$ cat config.mk
export PLATFORM = sky130hd
export DESIGN_NAME = zld_xcb
export DESIGN_NICKNAME = d
export VERILOG_FILES = /design/src/rtl/zle_pkg.sv /design/src/rtl/zld_xcb_fsm.sv /design/src/rtl/zld_xcb.sv
export SDC_FILE = /design/constraint.sdc
export NUM_CORES = 1
export LEC_CHECK = 0
export ABC_AREA = 1
export CAP_MARGIN = 20
export CORE_ASPECT_RATIO = 1.4
export CORE_UTILIZATION = 45
export CTS_BUF_LIST = sky130_fd_sc_hd__clkbuf_8
export CTS_CLUSTER_SIZE = 40
export DETAILED_ROUTE_END_ITERATION = 8
export PLACE_DENSITY = 0.73
export SLEW_MARGIN = 20
export SYNTH_ARGS = -nofsm -noshare
export SYNTH_HDL_FRONTEND = slang
export SYNTH_HIERARCHICAL = 1
export SYNTH_SLANG_ARGS = --single-unit
$ cat constraint.sdc
create_clock -name clock -period 2.9 [get_ports clock]
set_input_delay 0.87 -clock clock [delete_from_list [all_inputs] [get_ports clock]]
set_output_delay 0.87 -clock clock [all_outputs]
set_load 0.005 [all_outputs]
$ cat src/rtl/zle_pkg.sv
// Shared constants for the zero run-length encoder/decoder pair.
// Latency: n/a (constants and types only).
// Backpressure: n/a.
// Contents: state encodings, token field positions, maximum run length.
package zle_pkg;

    localparam int ZLE_DATA_W  = 7;
    // Token MSB selects between literal (0) and zero run (1).
    localparam int TOK_RUN_BIT = ZLE_DATA_W;
    localparam int MAX_RUN     = (1 << ZLE_DATA_W) - 1;

    localparam logic [1:0] S_GET = 2'd0;
    localparam logic [1:0] S_LIT = 2'd1;
    localparam logic [1:0] S_RUN = 2'd2;

    typedef struct packed {
        logic                  run;
        logic [ZLE_DATA_W-1:0] val;
    } tok_t;

endpackage

$ cat src/rtl/zld_xcb_fsm.sv
// Control FSM of the zero run-length decoder: next state, i_b, o_v, stateo.
// Latency: i_b and o_v are combinational from state, i_v, o_b and datapath flags.
// Backpressure: o_b high holds S_LIT/S_RUN with o_v low; i_b is low only on a consume cycle.
// Ports: clock/reset, i_v, o_b, flags from the datapath in; i_b, o_v, stateo out.
module zld_xcb_fsm
    import zle_pkg::*;
(
    input  logic       clock,
    input  logic       reset,
    input  logic       i_v,
    input  logic       o_b,
    input  logic       f_get_run,
    input  logic       f_get_cnt_eq_0,
    input  logic       f_run_cnt_eq_1,
    output logic       i_b,
    output logic       o_v,
    output logic [1:0] stateo
);

    logic [1:0] state;
    logic [1:0] nxt;

    always_comb begin
        nxt = state;
        i_b = 1'b1;
        o_v = 1'b0;
        case (state)
            S_GET: begin
                if (i_v) begin
                    i_b = 1'b0;
                    if (!f_get_run)
                        nxt = S_LIT;
                    else if (!f_get_cnt_eq_0)
                        nxt = S_RUN;
                    else
                        nxt = S_GET;   // zero-length run: consumed and dropped
                end
            end
            S_LIT: begin
                if (!o_b) begin
                    o_v = 1'b1;
                    nxt = S_GET;
                end
            end
            S_RUN: begin
                if (!o_b) begin
                    o_v = 1'b1;
                    if (f_run_cnt_eq_1)
                        nxt = S_GET;
                end
            end
            default: nxt = S_GET;    // unreachable encoding: stay inert
        endcase
        // Handshake outputs are forced idle for the whole reset window,
        // not just from the first edge, so reset takes effect immediately.
        if (!reset) begin
            i_b = 1'b1;
            o_v = 1'b0;
        end
    end

    always_ff @(posedge clock or negedge reset) begin
        if (!reset)
            state <= S_GET;
        else
            state <= nxt;
    end

    assign stateo = state;

endmodule

$ cat src/rtl/zld_xcb.sv
// Zero run-length decoder: expands literal / zero-run tokens into a value stream.
// Latency: first value one cycle after the token is consumed; one S_GET bubble per token.
// Backpressure: o_b stalls the current output; input stays busy until the token is fully emitted.
// Ports: clock, reset (async active-low), i_v/i_b/i_d token in, o_v/o_b/o_d value out, stateo debug.
// Optional: define ZLD_ERR_EN to add sticky output err, set on consuming token 0x80 or 0x00.
module zld_xcb
    import zle_pkg::*;
#(
    parameter int DATA_W = ZLE_DATA_W
) (
    input  logic              clock,
    input  logic              reset,
    input  logic              i_v,
    output logic              i_b,
    input  logic [DATA_W:0]   i_d,
    output logic              o_v,
    input  logic              o_b,
    output logic [DATA_W-1:0] o_d,
    output logic [1:0]        stateo
`ifdef ZLD_ERR_EN
    ,
    output logic              err
`endif
);

    logic [DATA_W:0]   tok;
    logic [DATA_W-1:0] cnt;
    logic              load;
    logic              dec;
    logic              f_get_run;
    logic              f_get_cnt_eq_0;
    logic              f_run_cnt_eq_1;

    assign f_get_run      = i_d[DATA_W];
    assign f_get_cnt_eq_0 = (i_d[DATA_W-1:0] == '0);
    assign f_run_cnt_eq_1 = (cnt == {{(DATA_W-1){1'b0}}, 1'b1});

    zld_xcb_fsm u_fsm (
        .clock          (clock),
        .reset          (reset),
        .i_v            (i_v),
        .o_b            (o_b),
        .f_get_run      (f_get_run),
        .f_get_cnt_eq_0 (f_get_cnt_eq_0),
        .f_run_cnt_eq_1 (f_run_cnt_eq_1),
        .i_b            (i_b),
        .o_v            (o_v),
        .stateo         (stateo)
    );

    // i_b is low exactly on a consume cycle, so it doubles as the load strobe.
    assign load = (stateo == S_GET) && !i_b;
    // cnt only steps on a real transfer; the FSM leaves S_RUN when cnt==1,
    // so it never decrements past 1 and cannot wrap.
    assign dec  = (stateo == S_RUN) && o_v;

    always_ff @(posedge clock or negedge reset) begin
        if (!reset) begin
            tok <= '0;
            cnt <= '0;
        end else if (load) begin
            tok <= i_d;
            cnt <= i_d[DATA_W-1:0];
        end else if (dec) begin
            cnt <= cnt - 1'b1;
        end
    end

    // Literal value only while the held token is a literal; runs emit zero.
    assign o_d = ((stateo == S_LIT) && !tok[DATA_W]) ? tok[DATA_W-1:0] : '0;

`ifdef ZLD_ERR_EN
    always_ff @(posedge clock or negedge reset) begin
        if (!reset)
            err <= 1'b0;
        else if (load && (i_d[DATA_W-1:0] == '0))
            err <= 1'b1;
    end
`endif

endmodule

==> Yosys cells after proc, flatten, opt, wreduce, memory -nomap -nowiden <==
Cells that the tools add are included.
{ "word_totals": {"register_bits": 17, "out_inout_bits": 11, "elab_cells": 37} }
{ "op_classes": {"n_addsub": 1, "n_eq_ne": 7, "mux": 16, "n_reduce_logical": 10} }
{ "op_table": {"columns": ["op", "n"], "rows": [
  ["$mux 7", 3],
  ["$mux 2", 6],
  ["$ne 2x2->1 const B", 4],
  ["$eq 7x1->1 const B", 1],
  ["$logic_not 7->1", 1],
  ["$sub 7x1->7 const B", 1],
  ["$mux 1", 6],
  ["$pmux 2 s3", 1],
  ["$reduce_and 4->1", 1],
  ["$logic_and 1x1->1", 3],
  ["$eq 2x1->1 const B", 1],
  ["$eq 2x2->1 const B", 1],
  ["$logic_not 1->1", 2],
  ["$logic_not 2->1", 1],
  ["$reduce_bool 2->1", 1],
  ["$reduce_or 2->1", 1]
]} }

==> Logic depth before layout (Yosys ltp) <==
Gate-level depths: netlist (run 1).
{ "depth": {"word_depth": 7, "mapped_depth": 10, "depth_no_buf": 10} }

==> Modules after synthesis <==
The synthesis (run 1) kept the hierarchy.
{ "by_module_without_submodules": {"columns": ["mod", "n_inst", "cells_each", "area_each_um2", "seq_area_each_um2"], "rows": [
  ["zld_xcb", 1, 116, 838.3, 375.4],
  ["zld_xcb_fsm", 1, 27, 180.2, 50.0]
]} }

==> Worst setup path after synthesis (run 1) <==
Ideal clock, no wire load.
{ "synth_path": {"path_type": "input port to output port", "start": "input port reset", "end": "output port o_v", "arrival_time_ps": 1034, "path_slack_ps": 996, "cell_stages": 2, "cell_sequence": "nand2_1 nor2_1"} }
{ "synth_between": {"elab_chain_len": 1} }
{ "synth_lines": {"columns": ["item", "line_no", "source"], "rows": [
  ["start: declaration", "zld_xcb.sv:12", "input logic reset,"],
  ["$mux 1", "zld_xcb_fsm.sv:56", "if (!reset) begin"],
  ["end: declaration", "zld_xcb.sv:16", "output logic o_v,"]
]} }
No other way between the ends.

==> Worst setup path after layout (run 1) <==
{ "layout_path": {"start": "input port i_v", "end": "output port i_b"} }
{ "layout_between": {"elab_chain_len": 3} }
{ "layout_lines": {"columns": ["item", "line_no", "source"], "rows": [
  ["start: declaration", "zld_xcb.sv:13", "input logic i_v,"],
  ["$mux 1", "zld_xcb_fsm.sv:29", "if (i_v) begin"],
  ["$mux 1", "zld_xcb_fsm.sv:27", "case (state)"],
  ["$mux 1", "zld_xcb_fsm.sv:56", null],
  ["end: declaration", "zld_xcb.sv:14", "output logic i_b,"]
]} }
No other way between the ends.

==> flow_summary.ini, run 1 <==
[timing]
fin_skew_ns = 0.00162
rsz0062_at_grt = no
period_share_pct = 97.1
post-route-min-period_ns = 2.82
setup_viol = 0
fmax_ghz = 0.355
hold_violations = 0
setup_tns_ns = 0
tightest_slew_ns = 0.296
max-slew-margin-rel_pct = 80.1
drv_slew = 0

[power]
pwr-share-comb_pct = 47.6
p_switching_w = 0.000478
internal_power_w = 0.000681
powerDensity_nw_per_um2 = 882
peakVddDrop_v = 0.000470
p_total_w = 0.00116
sw_frac_of_total_pct = 41.3
pwr-share-seq_pct = 36.9
leakage_nw = 0.679
clkPwrFrac_pct = 15.5

[clock_network]
root_buffer = clkbuf_8
cts_buffers = 3
clkSlewWorstSetupHoldPaths_ns = 0.07
clock-sinks = 17
cts_tree = built
clock_path_buffers = 2
insertion_delay_ns = 0.25
cts-htree-levels = 1

[worst_hold_path]
hold_path.class = reg2reg

[finish]
diodes = 0
final_area_um2 = 1320
seq_area_um2 = 425
final_cell_mix = nand2_1, inv_1, clkdlybuf4s50_1, nor2_1, dfrtp_1
drive_gt1_share_pct = 8.82
multiInputGateArea_um2 = 489
layout.nets = 188
fill_cells = 210
area_delta_synth_final_pct = 29.1
final_common_cell = nand2_1

[flow_run]
maxCapViolations = 0

[worst_setup_path]
critical_path_arrival_ns = 1.95
end_kind = output port
startpoint_type = input pin
cp_top_family = buffers and inverters
slowest_stage = clkdlybuf4s50_1
path_max_fanout = 2
crit_buf_inv = 2
required_ns = 2.03
crit_type = in2out
cpPeakStageDelay_ns = 0.51
cpMostUsedCell = clkdlybuf4s50_1
worstPathCellList = clkdlybuf4s50_1 > nand3_1 > clkdlybuf4s50_1

[grt]
grt_overflow = 0
grt_pass1_wl_mm = 3.79
track_usage_pct = 20.4
antenna_found_initial = 0
grt_pass1_vias = 879
grt_max_degree = 18

[logic_synthesis]
yosys_warnings = 6
yosysUniqueCellTypes = 18
syn_nets = 160
syn_inst = 143
syn_avg_cell_area_um2 = 7.12
ys_seq_area_share_pct = 41.8
syn-cell-area_um2 = 1020
synth-seq-cells = 17

[die]
start_util_pct = 47.3
dieArea_um2 = 2460
die_w_um = 42.2
row_count = 20
ios = 23
die_h_um = 58.3
core_um2 = 2150

[drt]
drt_pass1_iterations = 4
wire_per_inst_um = 11.6
route.detailed.drc = 0
ant_nets = 0
drt-initial-drc-count = 22
vias = 971
wl_mm = 2.23
vias_per_cell = 5.06

[place]
portBuffers = 22
globalplace.congestion = 0.824
dpl.hpwl_mm = 1.74
placed_area_um2 = 1270

[outcome]
run_status = complete, no violations
sequential cells by signal (all words and copies together), names as in the netlist:
| name | cells |
|---|---|
| u_fsm/stateo | 2 |
| cnt | 7 |
| tok | 8 |
tightest hold or removal path, cell delays in order (launching register included):
cell	delay, ns
dfrtp_1	0.34
nand2_1	0.06
nand2_1	0.06
cell usage after synthesis:
cell,count,share of area (%)
nand2_1,42,15
inv_1,22,8.1
nor2_1,18,6.6
dfrtp_1,17,42
nand3_1,15,7.4
o21ai_0,7,3.4
ha_1,5,6.1
nor2_2,4,2.5
nand2_2,3,1.8
nand4_1,2,1.2
buf_6,1,1.1
inv_2,1,0.37
inv_4,1,0.61
nand3b_1,1,0.74
nor4_1,1,0.61
o211ai_1,1,0.74
o21ai_1,1,0.49
xor2_1,1,0.86
final timing paths:
check,from,endpoint,slack (ns),cells after the start
max,i_v,i_b,0.08,3
min,tok[7],tok[7],0.49,2
max reg2reg,u_fsm/stateo[0],cnt[0],1.17,9
min reg2reg,tok[7],tok[7],0.49,2
max in group asynchronous,reset,tok[3],1.71,2
min in group asynchronous,reset,u_fsm/stateo[0],1.00,2
area by class of cell:
type,instances,area share (%)
multi-input cells,101,37.2
flip-flops and latches,17,32.4
repair buffers,24,17.8
inverters,24,7.04
clock buffers,3,3.14
well taps,22,2.09
clock inverters,1,0.381
through the flow:
step | hold WS [ns] | util [%] | cells | setup slack, ns
detailed placement | 0.480 | 59.0 | 188 | -0.0276
finish | 0.494 | 61.1 | 192 | 0.0838
global route | 0.539 | 61.1 | 192 | 0.0174
global placement | 0.464 | 59.0 | 188 | -0.0277
CTS | 0.497 | 61.1 | 192 | 0.0785
floorplan | 0.450 | - | 143 | 0.996
repair_timing:
| item | CTS | global route |
|---|---|---|
| setup endpoints to repair | 1 | 0 |
| resized for setup | 1 | 0 |
| setup buffers | 0 | 0 |
| hold buffers | 0 | 0 |
per-layer routing:
metal  wire length [um]  vias to the layer above  GRT usage, %
met3                 70                        4          3.68
li1                   -                      497             -
met2               1110                       23          34.3
met4                 20                        0          8.04
met5                  0                        -             0
met1               1030                      447          25.9
logic make-up after synthesis:
kind of cell / synth area share, %
fa+ha+maj: 6.14
compound gates: 4.67
flops: 41.8
buf+inv: 10.2
simple gates: 36.4
xor+xnor: 0.860
power groups by stage:
stage	registers [W]	clock network (W)	logic, W
6_report	0.000428	0.000180	0.000552
3_3_place_gp	0.000428	0	0.000531
5_1_grt	0.000447	0.000199	0.000632
3_5_place_dp	0.000432	0	0.000556
4_1_cts	0.000428	0.000186	0.000556
2_1_floorplan	0.000413	0	0.000382
No activity file was read; power rests on OpenSTA's default activity.
==> run 2: changes to the inputs <==
--- a/config.mk
+++ b/config.mk
@@ -12,7 +12,8 @@
 export CTS_BUF_LIST = sky130_fd_sc_hd__clkbuf_8
 export CTS_CLUSTER_SIZE = 40
 export DETAILED_ROUTE_END_ITERATION = 8
-export PLACE_DENSITY = 0.73
+export PLACE_DENSITY_LB_ADDON = 0.12
+export SKIP_CTS_REPAIR_TIMING = 1
 export SLEW_MARGIN = 20
 export SYNTH_ARGS = -nofsm -noshare
 export SYNTH_HDL_FRONTEND = slang
==> run 2 against run 1 <==
Clock-buffer cell count stayed put; combinational power about the same; highest routed layer unchanged; largest cell class unchanged; critical path depth did not move; cell count is 1.0% higher.
==> flow_summary.ini, run 2 (synthesis results as in run 1) <==
[outcome]
run_status = complete, no violations

[drt]
vias = 983
route.detailed.drc = 0
drt-initial-drc-count = 26
wl_met3_um = 73
route.met2.wl_mm = 1.21
ant_nets = 0
highest_layer = met4
wire_per_inst_um = 11.7
wl_mm = 2.27
vias_per_cell = 5.07
m1WireLength_um = 902
drt_pass1_iterations = 4

[finish]
area_delta_synth_final_pct = 30.8
drive_gt1_share_pct = 9.30
final_cells = 194
postLayoutCoreUtil_pct = 61.9
final_common_cell = nand2_1
layout.nets = 190
top_register = tok
largest_reg_flops = 8
final_cell_mix = nand2_1, inv_1, clkdlybuf4s50_1, nor2_1, dfrtp_1
diodes = 0

[power]
peakVddDrop_v = 0.000403
p_switching_w = 0.000469
internal_power_w = 0.000684
leakage_nw = 0.695
powerDensity_nw_per_um2 = 865
clkPwrFrac_pct = 14.9
pwr-share-comb_pct = 47.8
sw_frac_of_total_pct = 40.7
pwr-share-seq_pct = 37.3

[worst_setup_path]
cpPeakStageDelay_ns = 0.52
worst-r2r-setup-slack_ns = 1.16
r2r_start = u_fsm/stateo[0]
crit_type = in2out
end_kind = output port
critical_path_arrival_ns = 1.96
worstPathCellList = clkdlybuf4s50_1 > nor2_1 > clkdlybuf4s50_1
required_ns = 2.03
reg2reg_depth = 9
r2r_end = cnt[0]
cpMostUsedCell = clkdlybuf4s50_1
slowest_stage = clkdlybuf4s50_1
path_max_fanout = 2
startpoint_type = input pin

[clock_network]
clock-sinks = 17
clock_path_buffers = 2
cts-htree-levels = 1
cts_buffers = 3
root_buffer = clkbuf_8
insertion_delay_ns = 0.25
cts_tree = built
clkSlewWorstSetupHoldPaths_ns = 0.06

[place]
dpl.hpwl_mm = 1.79
place_inst = 190
preCtsSetupSlack_ns = -0.132
globalplace.congestion = 0.837
portBuffers = 22

[die]
dieArea_um2 = 2460
die_h_um = 58.3
core_um2 = 2150
ios = 23
row_count = 20
start_util_pct = 47.3
die_w_um = 42.2

[flow_run]
maxCapViolations = 0

[timing]
period_share_pct = 97.7
drv_slew = 0
max-slew-margin-rel_pct = 78.9
fmax_ghz = 0.353
hold_violations = 0
finalWorstSetupSlack_ns = 0.0668
fin_worst_hold_slack_ns = 0.504
setup_viol = 0
tightest_slew_ns = 0.314
rsz0062_at_grt = no
setup_tns_ns = 0
fin_skew_ns = 0.00180
post-route-min-period_ns = 2.83

[worst_hold_path]
worstHoldPathCells = 2
hold_path.class = reg2reg
hold_end = tok[7]
hp-start = tok[7]

[grt]
grt_pass1_wl_mm = 3.86
grt_pass1_vias = 947
antenna_found_initial = 0
track_usage_pct = 21.0
grt_max_degree = 18
grt_overflow = 0
run 2: cell types whose count changed in the layout (fill, tap and decap cells not counted):
cell,before,now
buf_4,2,4
clkinv_2,1,0
dlymetal6s2s_1,0,1
dlygate4sd2_1,1,0
inv_1,22,23
run 2: worst max-delay path by stage:
stage	startpoint	endpoint	slack, ns
3_5_place_dp	reset	o_v	-0.13
6_report	o_b	o_v	0.07
3_3_place_gp	reset	o_v	-0.09
2_1_floorplan	reset	o_v	1.0
4_1_cts	reset	o_v	-0.15
5_1_grt	o_b	o_v	0.01
run 2: final cells by class:
cell class,count,area (um2)
Multi-Input combinational cell,101,489
Clock buffer,3,41.3
Sequential cell,17,425
Timing Repair Buffer,26,253
Clock inverter,1,3.75
Fill cell,204,820
Inverter,24,92.6
Tap cell,22,27.5
run 2: metrics by stage:
| stage | power, W | instance area, um2 |
|---|---|---|
| floorplan | 0.000795 | 1020 |
| global placement | 0.000966 | 1280 |
| detailed placement | 0.000987 | 1280 |
| CTS | 0.00116 | 1330 |
| global route | 0.00127 | 1330 |
| finish | 0.00115 | 1330 |
run 2: per-layer routing:
layer	up-vias	track usage, %
met5	-	0
met4	0	16.5
met3	8	3.37
met2	23	36.0
met1	450	22.7
li1	502	-
run 2: critical path: cells and delay by family:
family / cells / cell delay [ns]
AND/OR/NAND/NOR: 1 / 0.15
buffers and inverters: 2 / 0.94
run 2: power by group through the flow:
stage	Clock, W	Sequential (W)	Combinational (W)
finish	0.000172	0.000430	0.000552
global route	0.000189	0.000442	0.000636
CTS	0.000177	0.000430	0.000557
detailed placement	0	0.000433	0.000553
global placement	0	0.000429	0.000537
floorplan	0	0.000413	0.000382
